==> config.mk <==
export PLATFORM = sky130hd
export DESIGN_NAME = calc_sequencer
export DESIGN_NICKNAME = d
export VERILOG_FILES = /design/src/rtl/calc_sequencer.sv
export SDC_FILE = /design/constraint.sdc
export NUM_CORES = 1
export LEC_CHECK = 0
export ABC_AREA = 1
export CAP_MARGIN = 0
export CORE_AREA = 4 4 61 63
export CTS_CLUSTER_DIAMETER = 40
export DETAILED_ROUTE_END_ITERATION = 7
export DIE_AREA = 0 0 65 67
export GPL_TIMING_DRIVEN = 0
export PLACE_DENSITY = 0.45
export SYNTH_ARGS = -nofsm -noshare
export SYNTH_HDL_FRONTEND = slang
export SYNTH_SLANG_ARGS = --single-unit
export TNS_END_PERCENT = 10
==> constraint.sdc <==
create_clock -name clk -period 3.25 [get_ports clk]
set_input_delay 0.65 -clock clk [delete_from_list [all_inputs] [get_ports clk]]
set_output_delay 0.65 -clock clk [all_outputs]
set_load 0.05 [all_outputs]
==> src/rtl/calc_sequencer.sv <==
// Purpose: button-driven operand load / calculate / show sequencer with synchronised, edge-detected buttons.
// Latency: a button edge sampled at clock edge k changes the outputs at edge k+SYNC_STAGES+1; every output is registered.
// Backpressure: none; the datapath strobe calc_done is honoured only in CALCULATE, and only after the calc_start cycle.
module calc_sequencer #(
    parameter int NUM_OPERANDS = 2,
    parameter int IDX_W        = 3,
    parameter int SYNC_STAGES  = 2
) (
    input  logic             clk,
    input  logic             rst_n,
    input  logic             btnr,
    input  logic             btnl,
    input  logic             calc_done,
    output logic [1:0]       state,
    output logic [IDX_W-1:0] operand_idx,
    output logic             load_en,
    output logic             calc_start,
    output logic             result_valid
);

    typedef enum logic [1:0] {
        S_WAIT = 2'b00,
        S_LOAD = 2'b01,
        S_CALC = 2'b10,
        S_SHOW = 2'b11
    } state_t;

    localparam logic [IDX_W-1:0] LAST_IDX = IDX_W'(NUM_OPERANDS - 1);

    logic [SYNC_STAGES-1:0] sync_r, sync_l;
    logic                   prev_r, prev_l;
    logic                   rise_r, rise_l;

    state_t           st_q, st_n;
    logic [IDX_W-1:0] idx_n;
    logic             ld_n, cs_n, rv_n;

    // The rise flags are themselves registered, which sets the k+SYNC_STAGES+1 latency.
    always_ff @(posedge clk or negedge rst_n) begin
        if (!rst_n) begin
            sync_r <= '0;
            sync_l <= '0;
            prev_r <= 1'b0;
            prev_l <= 1'b0;
            rise_r <= 1'b0;
            rise_l <= 1'b0;
        end else begin
            sync_r <= {sync_r[SYNC_STAGES-2:0], btnr};
            sync_l <= {sync_l[SYNC_STAGES-2:0], btnl};
            prev_r <= sync_r[SYNC_STAGES-1];
            prev_l <= sync_l[SYNC_STAGES-1];
            rise_r <= sync_r[SYNC_STAGES-1] & ~prev_r;
            rise_l <= sync_l[SYNC_STAGES-1] & ~prev_l;
        end
    end

    always_ff @(posedge clk or negedge rst_n) begin
        if (!rst_n) begin
            st_q         <= S_WAIT;
            operand_idx  <= '0;
            load_en      <= 1'b0;
            calc_start   <= 1'b0;
            result_valid <= 1'b0;
        end else begin
            st_q         <= st_n;
            operand_idx  <= idx_n;
            load_en      <= ld_n;
            calc_start   <= cs_n;
            result_valid <= rv_n;
        end
    end

    // In LOAD the index advances one cycle after the load_en pulse so the pulse sees the old index.
    always_comb begin
        st_n  = st_q;
        idx_n = operand_idx;
        ld_n  = 1'b0;
        cs_n  = 1'b0;
        rv_n  = result_valid;
        if (rise_l) begin
            st_n  = S_WAIT;
            idx_n = '0;
            rv_n  = 1'b0;
        end else begin
            case (st_q)
                S_WAIT: begin
                    if (rise_r) begin
                        st_n  = S_LOAD;
                        idx_n = '0;
                    end
                end
                S_LOAD: begin
                    if (load_en) begin
                        if (operand_idx < LAST_IDX) begin
                            idx_n = operand_idx + IDX_W'(1);
                        end else begin
                            st_n = S_CALC;
                            cs_n = 1'b1;
                        end
                    end else if (rise_r) begin
                        ld_n = 1'b1;
                    end
                end
                S_CALC: begin
                    if (calc_done && !calc_start) begin
                        st_n = S_SHOW;
                        rv_n = 1'b1;
                    end
                end
                S_SHOW: begin
                    if (rise_r) begin
                        st_n  = S_LOAD;
                        idx_n = '0;
                        rv_n  = 1'b0;
                    end
                end
                default: st_n = S_WAIT;
            endcase
        end
    end

    assign state = st_q;

endmodule
### Yosys cells after proc, flatten, opt, wreduce, memory -nomap -nowiden

Cells that the tools add are included.

| operators by class | value |
|---|---|
| add/subtract/negate cells | 1 |
| order comparisons | 1 |
| eq/ne operators | 9 |
| mux-type cells | 23 |
| bitwise operators | 4 |
| reductions and logical operators | 9 |

Operator list:

| kind | count |
|---|---|
| $ne 3x3->1 const B | 5 |
| $mux 3 | 4 |
| $mux 1 | 11 |
| $mux 2 | 5 |
| $reduce_and 4->1 | 2 |
| $pmux 2 s3 | 1 |
| $pmux 3 s2 | 1 |
| $reduce_bool 3->1 | 2 |
| $eq 2x2->1 const B | 2 |
| $add 3x1->3 const B | 1 |
| $lt 3x1->1 const B | 1 |
| $ne 3x1->1 const B | 1 |
| $reduce_and 3->1 | 1 |
| $and 1x1->1 | 2 |
| $eq 2x1->1 const B | 1 |
| $logic_not 2->1 | 1 |
| $not 1->1 | 2 |
| $pmux 1 s2 | 1 |
| $reduce_or 2->1 | 1 |
| $logic_and 1x1->1 | 1 |
| $logic_not 1->1 | 1 |

| word-level totals | value |
|---|---|
| flip-flop bits (word level) | 16 |
| bits of input ports | 5 |
| output and inout port bits | 8 |
| word-level logic and storage cells | 58 |

### Depth between registers and ports, before layout

Gate-level depths: netlist (run 1).

| depth | value |
|---|---|
| word-level depth | 5 |
| gate-level depth with buffers | 8 |
| gate-level depth less buffers | 8 |

### Least setup slack after synthesis (run 1)

Ideal clock, no wire load.

| path | value |
|---|---|
| kind | register to register |
| start | reg st_q[0], in the netlist state[0] |
| end | reg operand_idx[2] |
| setup time | 0.123 ns |
| arrival time | 1.577 ns |
| slack | 1.550 ns |
| cell stages (with the launch flop) | 9 |
| period minus slack after synthesis | 1.700 ns |
| cells stage by stage | dfrtp_1 > inv_1 > ha_1 > nor2_1 > nand2_1 > nand3_2 > inv_2 > nand3_1 > nand2_1 |

| on the way | value |
|---|---|
| cells in the longest elaborated chain, start to end | 4 |

RTL lines:

| item | line | RTL |
|---|---|---|
| from (decl) | 34 | `state_t st_q, st_n;` |
| from (signal assigned) | 65 | `st_q <= st_n;` |
| $eq 2x2->1 / $logic_not 2->1 (equally long branches) | 85 | `case (st_q)` |
| $reduce_or 2->1 (no line) | - |  |
| $ne 3x1->1 (no line) (tied with other cells) | - |  |
| $reduce_and 4->1 (no line) / $mux 3 (equally long branches) | - |  |
| to (signal assigned) | 66 | `operand_idx <= idx_n;` |
| to (decl) | 15 | `output logic [IDX_W-1:0] operand_idx,` |

Several ways; a longest one is shown, not always the timed one.
A chain may end at the register's enable or synchronous reset.

### Worst setup path in the final report (run 1)

| path | value |
|---|---|
| start | reg st_q[0], in the netlist state[0] |
| end | out state[0] |

RTL lines:

| item | line | RTL |
|---|---|---|
| to (decl) | 14 | `output logic [1:0] state,` |

No word-level cell between the ends.

==> results.cfg, run 1 <==
[status]
status = finished, final reports clean

[synthesis]
syn_inst = 87
yosys.area_share.xor_xnor = 0
synth_cell_types = 15
synth_top_family_by_area = simple AND/OR/NAND/NOR gates
yosys.area.top_type = dfrtp_1
synth_area_leaders = dfrtp_1 52%, ha_1 8.1%, nand2_1 7.8%
syn_avg_cell_area_um2 = 8.87
synth.cell_area_um2 = 772
synth_mux_area_frac = 0
ys_seq_area_frac = 0.519
syn_nets = 97
ys.warnings.count = 0
synth-seq-cells = 16
yosys.area_share.simple = 0.274
synth_adder_area_share = 0.0810
synth_compound_area_frac = 0.0438
yosysTopAreaCellShare = 0.519

[floorplanning]
ios = 13
die_area_um2 = 4360
start_util = 0.239
die_x_um = 65
die_y_um = 67
rows = 21
design.core.area_um2 = 3230

[detailed_routing]
wl_met3_um = 58
drt-initial-drc-count = 8
wl_met1_um = 572
route.detailed.vias_per_inst = 3.79
dr.max_layer_used = met4
drt-total-wl_um = 1300
num_vias = 564
antenna_left = 0
first_pass_iters = 2
wl_per_cell_um = 8.74
drc = 0
wl_met2_um = 662

[worst_setup_path]
worstPathRequired_ns = 2.60
rr_startpoint = state[0]
path_cells = clkdlybuf4s50_1
cp_slowest_cell = clkdlybuf4s50_1
arrival_ns = 1.57
worstPathMaxFanout = 6
cp_num_cells = 1
crit_family = buffers and inverters
worstSetupEndpointType = primary output
start_kind = flip-flop
reg2reg_slack_ns = 1.67
r2r_cells = 8
critical_path_class = reg -> out
startpoint = state[0]
path_buf_inv = 1
max_stage_delay_ns = 0.84
reg2reg_to = operand_idx[0]

[clock_network]
htreeDepth = 1
clk_latency_ns = 0.28
cts_made_buffers = 3
cts_max_path_buffers = 2
postCtsSetupBuffers = 0
clockRootBuffer = clkbuf_4
cts.sinks = 16
clkTransAtPathRegs_ns = 0.09
cts_resized = 0
cts_tree = yes
cts_hold_buf = 0

[worst_hold_path]
hold_path_depth = 0
holdPathEnd = sync_l[1]
holdCritStartpoint = sync_l[0]
hp-class = reg -> reg

[cells_and_area]
final_cell_mix = 16 x nand2_1, 16 x dfrtp_1, 14 x inv_1, 12 x clkdlybuf4s50_1, 11 x nor2_1
diodes = 0
drive_gt1_frac = 0.165
fin_nets = 114
n_fill_cell = 335
area_growth_pct = 27.7

[grt]
grt_antenna_before_repair = 0
grt-ovfl-total = 0
grt_pass1_wl_um = 2280
grt_pass1_vias = 531
grt_max_degree = 17
grt_util_all_layers = 0.0700

[timing]
finalSetupViolations = 0
hold_viol_final = 0
rsz0062_at_grt = false
slew_headroom = 0.527
tightest_slew_ns = 0.707
min_period_over_period = 0.682
finalClockSkew_ns = 0.00520
min_period_ns = 2.22
holdWs_ns = 0.359
drv_slew = 0
setup_tns_ns = 0
clock.fmax_mhz = 451

[job]
maxCapViolCount = 0

[power]
intPower_w = 0.000458
p_clk_frac = 0.150
vdd_drop_max_mv = 0.250
comb_power_share = 0.531
p_seq_frac = 0.319
p_leak_nw = 0.483
p_switching_w = 0.000396
p_sw_frac = 0.464
power_density_nw_per_um2 = 867

[placement]
dp_hpwl_um = 1040
port_buffers = 12
gp_congestion = 0.793
## registers in the layout, summed over array words and instances, names as in the netlist
signal	flops
state	2
calc_start	1
sync_l	2
load_en	1
rise_l	1
rise_r	1
prev_l	1
prev_r	1
result_valid	1
sync_r	2
operand_idx	3
## cells by family after synthesis
| logic type | count (synthesis) |
|---|---|
| buffers and inverters | 17 |
| AND/OR/NAND/NOR | 43 |
| flip-flops | 16 |
| AO/OA/AOI/OAI | 6 |
| adder cells (fa/ha/maj) | 5 |
## per-layer routing
metal  GRT usage  vias to the layer above
li1            -                      300
met1      0.0720                      254
met2       0.125                        8
met3      0.0320                        2
met4      0.0237                        0
met5           0                        -
## cells in the mapped netlist
cell type,n
inv_1,14
o21ai_1,3
nand3_2,2
nor2_2,1
dfrtp_1,16
ha_1,5
inv_2,3
nand4_1,1
nand2_1,16
nand2_2,4
nor2_4,2
o21ai_0,2
nand3_1,6
nor2_1,11
a21oi_2,1
## worst max path at each step
stage                      to
2_1_floorplan  operand_idx[2]
3_3_place_gp         state[0]
3_5_place_dp         state[0]
4_1_cts              state[0]
5_1_grt              state[0]
6_report             state[0]
## area by class of cell
class,instances,area [um2],area share
tap,46,57.6,0.0584
clock buffer,4,36.3,0.0368
multi-input combinational,54,308,0.312
inverter,17,63.8,0.0647
timing repair buffer,12,120,0.122
sequential,16,400,0.406
## per-stage QoR
step,worst slack [ns],util,instances,power [W],cell area (um2)
5_1_grt,0.948,0.305,149,0.000936,986
4_1_cts,1.00,0.305,149,0.000872,986
6_report,1.03,0.305,149,0.000854,986
3_5_place_dp,1.33,0.294,145,0.000738,950
2_1_floorplan,1.55,-,87,0.000615,772
3_3_place_gp,1.34,0.294,145,0.000735,950
## power groups by stage
| stage | clock network [W] | logic (W) | registers, W |
|---|---|---|---|
| 2_1_floorplan | 0 | 0.000240 | 0.000375 |
| 3_3_place_gp | 0 | 0.000458 | 0.000277 |
| 3_5_place_dp | 0 | 0.000459 | 0.000278 |
| 4_1_cts | 0.000137 | 0.000461 | 0.000274 |
| 5_1_grt | 0.000149 | 0.000506 | 0.000280 |
| 6_report | 0.000128 | 0.000454 | 0.000273 |
Note: power is estimated with default switching activity, not from simulation.
==> run 2: changes to the inputs <==
--- a/config.mk
+++ b/config.mk
@@ -12,7 +12,7 @@
 export DETAILED_ROUTE_END_ITERATION = 7
 export DIE_AREA = 0 0 65 67
 export GPL_TIMING_DRIVEN = 0
-export PLACE_DENSITY = 0.45
+export PLACE_DENSITY = 0.46
 export SYNTH_ARGS = -nofsm -noshare
 export SYNTH_HDL_FRONTEND = slang
 export SYNTH_SLANG_ARGS = --single-unit
==> constraint.sdc (replaced) <==
create_clock -name clk -period 1.9 [get_ports clk]
set_input_delay 0.38 -clock clk [delete_from_list [all_inputs] [get_ports clk]]
set_output_delay 0.38 -clock clk [all_outputs]
set_load 0.05 [all_outputs]
==> run 2 against run 1 <==
  * Clock power up 78%
  * Sequential cell count unchanged
  * Largest cell class unchanged
  * Largest power group unchanged
  * Via count up 3.4%
==> results.cfg, run 2 (synthesis results as in run 1) <==
[detailed_routing]
dr.max_layer_used = met4
first_pass_iters = 4
wl_per_cell_um = 9.17
drt-total-wl_um = 1370
antenna_left = 0
wl_met1_um = 564
wl_met3_um = 90
drc = 0
wl_met2_um = 688
route.detailed.vias_per_inst = 3.91
num_vias = 583
drt-initial-drc-count = 14

[placement]
gp_congestion = 0.757
dp_hpwl_um = 1040
dp_cells = 145
placedInstanceArea_um2 = 950
port_buffers = 12

[worst_setup_path]
worstPathRequired_ns = 1.52
r2r_cells = 8
cp_slowest_cell = clkdlybuf4s50_1
cp_num_cells = 1
worstSetupEndpointType = primary output
path_cells = clkdlybuf4s50_1
arrival_ns = 1.44
path_buf_inv = 1
crit_family = buffers and inverters
worstPathMaxFanout = 2
critical_path_class = reg -> out
max_stage_delay_ns = 0.80
start_kind = flip-flop

[cells_and_area]
multiInputGateArea_um2 = 308
final_cell_mix = 16 x nand2_1, 16 x dfrtp_1, 14 x inv_1, 11 x nor2_1
stdcell_area_um2 = 982
largest_reg_flops = 3
n_fill_cell = 352
seq_area_um2 = 400
fin_nets = 114
drive_gt1_frac = 0.165
area_growth_pct = 27.2
diodes = 0
final_cells = 149
largest-register = operand_idx

[grt]
grt_pass1_wl_um = 2450
grt_max_degree = 17
grt_util_all_layers = 0.0775
grt-ovfl-total = 0
grt_pass1_vias = 562
grt_antenna_before_repair = 0

[timing]
setup_tns_ns = 0
finalSetupViolations = 0
finalClockSkew_ns = 0.00496
hold_viol_final = 0
rsz0062_at_grt = false
slew_headroom = 0.529
tightest_slew_ns = 0.705
min_period_over_period = 0.958
min_period_ns = 1.82
clock.fmax_mhz = 549
drv_slew = 0

[floorplanning]
ios = 13
die_area_um2 = 4360
start_util = 0.239
design.core.area_um2 = 3230
die_y_um = 67
rows = 21
die_x_um = 65

[job]
maxCapViolCount = 0

[worst_hold_path]
hold_path_depth = 0
hp-class = reg -> reg

[clock_network]
cts_made_buffers = 3
htreeDepth = 1
clockRootBuffer = clkbuf_4
clk_latency_ns = 0.29
postCtsSetupBuffers = 0
cts.sinks = 16
cts_tree = yes
cts_max_path_buffers = 2
clkTransAtPathRegs_ns = 0.10
cts_hold_buf = 0

[power]
vdd_drop_max_mv = 0.381
power_density_nw_per_um2 = 1470
p_leak_nw = 0.518
p_total_w = 0.00144

[status]
status = finished, final reports clean
==> run 2: cell count changes in the layout (fill, tap and decap cells not counted), sizes merged <==
cell / previous run / this run
dlymetal6s2s: 0 / 1
dlygate4sd2: 0 / 5
clkdlybuf4s50: 12 / 6
==> run 2: area by class of cell <==
type | count | area share
clock buffers | 4 | 0.0369
inverters | 17 | 0.0650
multi-input cells | 54 | 0.313
flip-flops and latches | 16 | 0.408
well taps | 46 | 0.0586
repair buffers | 12 | 0.118
==> run 2: worst reg2reg max path, cell delays in order (launching register included) <==
cell     delay [ns]
dfrtp_1        0.44
inv_1          0.07
ha_1           0.34
nor2_1         0.24
nand2_1        0.10
nand3_2        0.12
inv_2          0.05
nand3_1        0.06
nand2_1        0.06
==> run 2: repair_timing <==
item,in CTS,in global routing
resized for setup,5,1
endpoints found under the setup margin,5,1
hold endpoints to repair,0,0
cloned,0,0
==> run 2: path summary, 6_finish.rpt <==
kind | from | to | slack (ns)
setup / recovery | calc_start | calc_start | 0.08
hold / removal | sync_l[0] | sync_l[1] | 0.36
setup reg to reg | state[0] | operand_idx[1] | 0.31
hold reg to reg | sync_l[0] | sync_l[1] | 0.36
max in group asynchronous | rst_n | prev_l | 0.95
min in group asynchronous | rst_n | result_valid | 0.51
==> run 2: routing by layer <==
layer,global-route usage,vias up
met2,0.135,16
li1,-,303
met4,0.0396,0
met3,0.0371,2
met1,0.0761,262
met5,0,-
==> run 2: report_power, final <==
group / total, W / switching (W) / internal [W]
clock network: 0.000228 / 0.000111 / 0.000117
logic: 0.000749 / 0.000512 / 0.000237
registers: 0.000466 / 0.0000619 / 0.000404
total: 0.00144 / 0.000685 / 0.000758
==> run 2: per-stage QoR <==
| step | setup WS (ns) | hold slack [ns] | util |
|---|---|---|---|
| global route | 0.0361 | 0.379 | 0.304 |
| CTS | 0.0326 | 0.366 | 0.303 |
| global placement | 0.259 | 0.334 | 0.294 |
| floorplan | 0.200 | 0.0844 | - |
| finish | 0.0796 | 0.361 | 0.304 |
| detailed placement | 0.254 | 0.343 | 0.294 |
==> run 3: changes to the inputs <==
--- a/config.mk
+++ b/config.mk
@@ -7,12 +7,13 @@
 export LEC_CHECK = 0
 export ABC_AREA = 1
 export CAP_MARGIN = 0
-export CORE_AREA = 4 4 61 63
+export CORE_AREA = 3 3 60 62
 export CTS_CLUSTER_DIAMETER = 40
 export DETAILED_ROUTE_END_ITERATION = 7
-export DIE_AREA = 0 0 65 67
+export DIE_AREA = 0 0 63 65
+export DONT_BUFFER_PORTS = 1
 export GPL_TIMING_DRIVEN = 0
-export PLACE_DENSITY = 0.46
+export PLACE_DENSITY = 0.41
 export SYNTH_ARGS = -nofsm -noshare
 export SYNTH_HDL_FRONTEND = slang
 export SYNTH_SLANG_ARGS = --single-unit
==> run 3 against run 2 <==
  * Utilization fell by 1.9 points
  * Die area fell by 6.0%
  * Total power fell by 5.2%
  * Clock skew barely moved
  * Sequential power rose by 41%
  * Routed wire length fell by 5.1%
  * Cell count fell by 8.7%
  * Non-clock buffer count fell by 11
  * Worst hold slack got worse by 0.24 ns
  * Combinational power fell by 35%
  * Clock-buffer cell count did not move
  * Via count fell by 11%
  * Largest power group is now registers
==> results.cfg, run 3 (synthesis results as in run 1) <==
[clock_network]
cts_tree = yes
clkTransAtPathRegs_ns = 0.10
htreeDepth = 1
postCtsSetupBuffers = 0
cts_made_buffers = 3
cts.sinks = 16
clockRootBuffer = clkbuf_4
cts_max_path_buffers = 2
clk_latency_ns = 0.28

[timing]
drv_slew = 0
finalClockSkew_ns = 0.00525
rsz0062_at_grt = false
clock.fmax_mhz = 569
tightest_slew_ns = 0.740
min_period_over_period = 0.925
layout_setup_ws_ns = 0.143
min_period_ns = 1.76
slew_headroom = 0.505
hold_viol_final = 0
setup_tns_ns = 0
finalSetupViolations = 0

[cells_and_area]
seq_area_um2 = 403
final_common_cell = nand2_1
n_fill_cell = 331
multiInputGateArea_um2 = 308
fin_nets = 103
final_cell_mix = 16 x nand2_1, 14 x inv_1, 14 x dfrtp_1, 11 x nor2_1, 6 x nand3_1
largest_reg_flops = 3
drive_gt1_frac = 0.207
stdcell_area_um2 = 876
largest-register = operand_idx
final_cells = 136
area_growth_pct = 13.5
diodes = 0

[worst_setup_path]
critical_path_class = reg -> reg
arrival_ns = 1.93
worstPathRequired_ns = 2.07
worstPathMaxFanout = 6
worstSetupEndpointType = flip-flop
start_kind = flip-flop

[detailed_routing]
first_pass_iters = 4
drt-total-wl_um = 1300
num_vias = 520
route.detailed.vias_per_inst = 3.82
drc = 0
antenna_left = 0
drt-initial-drc-count = 11
wl_per_cell_um = 9.54

[power]
p_leak_nw = 0.441
power_density_nw_per_um2 = 1560
vdd_drop_max_mv = 0.400

[floorplanning]
die_y_um = 65
design.core.area_um2 = 3080
ios = 13
die_area_um2 = 4100
die_x_um = 63
start_util = 0.251
rows = 20

[job]
maxCapViolCount = 0

[grt]
grt_max_degree = 17
grt_pass1_vias = 493
grt_pass1_wl_um = 2280
grt_util_all_layers = 0.0721
grt-ovfl-total = 0
grt_antenna_before_repair = 0

[placement]
dpl_worst_slack_ns = -0.0249
port_buffers = 0
dp_cells = 131
placedInstanceArea_um2 = 827
gp_congestion = 0.733
dp_hpwl_um = 993

[worst_hold_path]
hp-class = in -> reg

[status]
status = finished, final reports clean
==> run 3: cell types whose count changed in the layout (fill, tap and decap cells not counted), sizes merged <==
cell,before,now
dlygate4sd3,0,1
dlymetal6s2s,1,0
dlygate4sd2,5,0
clkdlybuf4s50,6,0
==> run 3: worst paths after layout <==
check                           cells after the start  slack, ns      start              to
worst max-delay path                                8       0.14   state[0]  operand_idx[0]
min in group asynchronous                           1       0.59      rst_n  operand_idx[2]
max in group asynchronous                           1       0.80      rst_n        state[0]
worst max register to register                      8       0.14   state[0]  operand_idx[0]
worst min-delay path                                0       0.12       btnl       sync_l[0]
worst min register to register                      0       0.36  sync_r[0]       sync_r[1]
==> run 3: critical path: stages, from the launching register on <==
cell and delay (ns):
dfrtp_2 0.59, inv_1 0.08, ha_1 0.35, nor2_1 0.21, nand2_1 0.10, nand3_2 0.13, inv_2 0.05, nand3_1 0.08
nand2_1 0.06
==> run 3: repair_timing <==
item,in CTS,in global routing
endpoints found under the hold margin,16,0
hold buffers,1,0
gates resized for setup,1,1
endpoints found under the setup margin,3,3
==> run 3: per-stage QoR <==
stage,power [W],utilization,hold WS [ns]
after global placement,0.00115,0.269,0.0849
after floorplan,0.00105,-,0.0844
final,0.00137,0.285,0.119
after global routing,0.00150,0.285,0.0883
after CTS,0.00139,0.284,0.106
after detailed placement,0.00115,0.269,0.0850
==> run 3: layout make-up <==
| cell class | instances | area share |
|---|---|---|
| flip-flops and latches | 16 | 0.460 |
| well taps | 44 | 0.0629 |
| clock buffers | 4 | 0.0414 |
| repair buffers | 1 | 0.0114 |
| inverters | 17 | 0.0729 |
| multi-input cells | 54 | 0.351 |
==> run 3: power breakdown <==
part / internal (W) / switching, W
Clock: 0.000117 / 0.000107
Combinational: 0.000175 / 0.000310
Sequential: 0.000404 / 0.000255
==> run 3: layer usage <==
metal / vias to the layer above / GRT usage / wire [um]
li1: 274 / - / -
met1: 232 / 0.0868 / 618
met3: 2 / 0.0329 / 71
met2: 12 / 0.117 / 595
met4: 0 / 0.0165 / 10
met5: - / 0 / 0
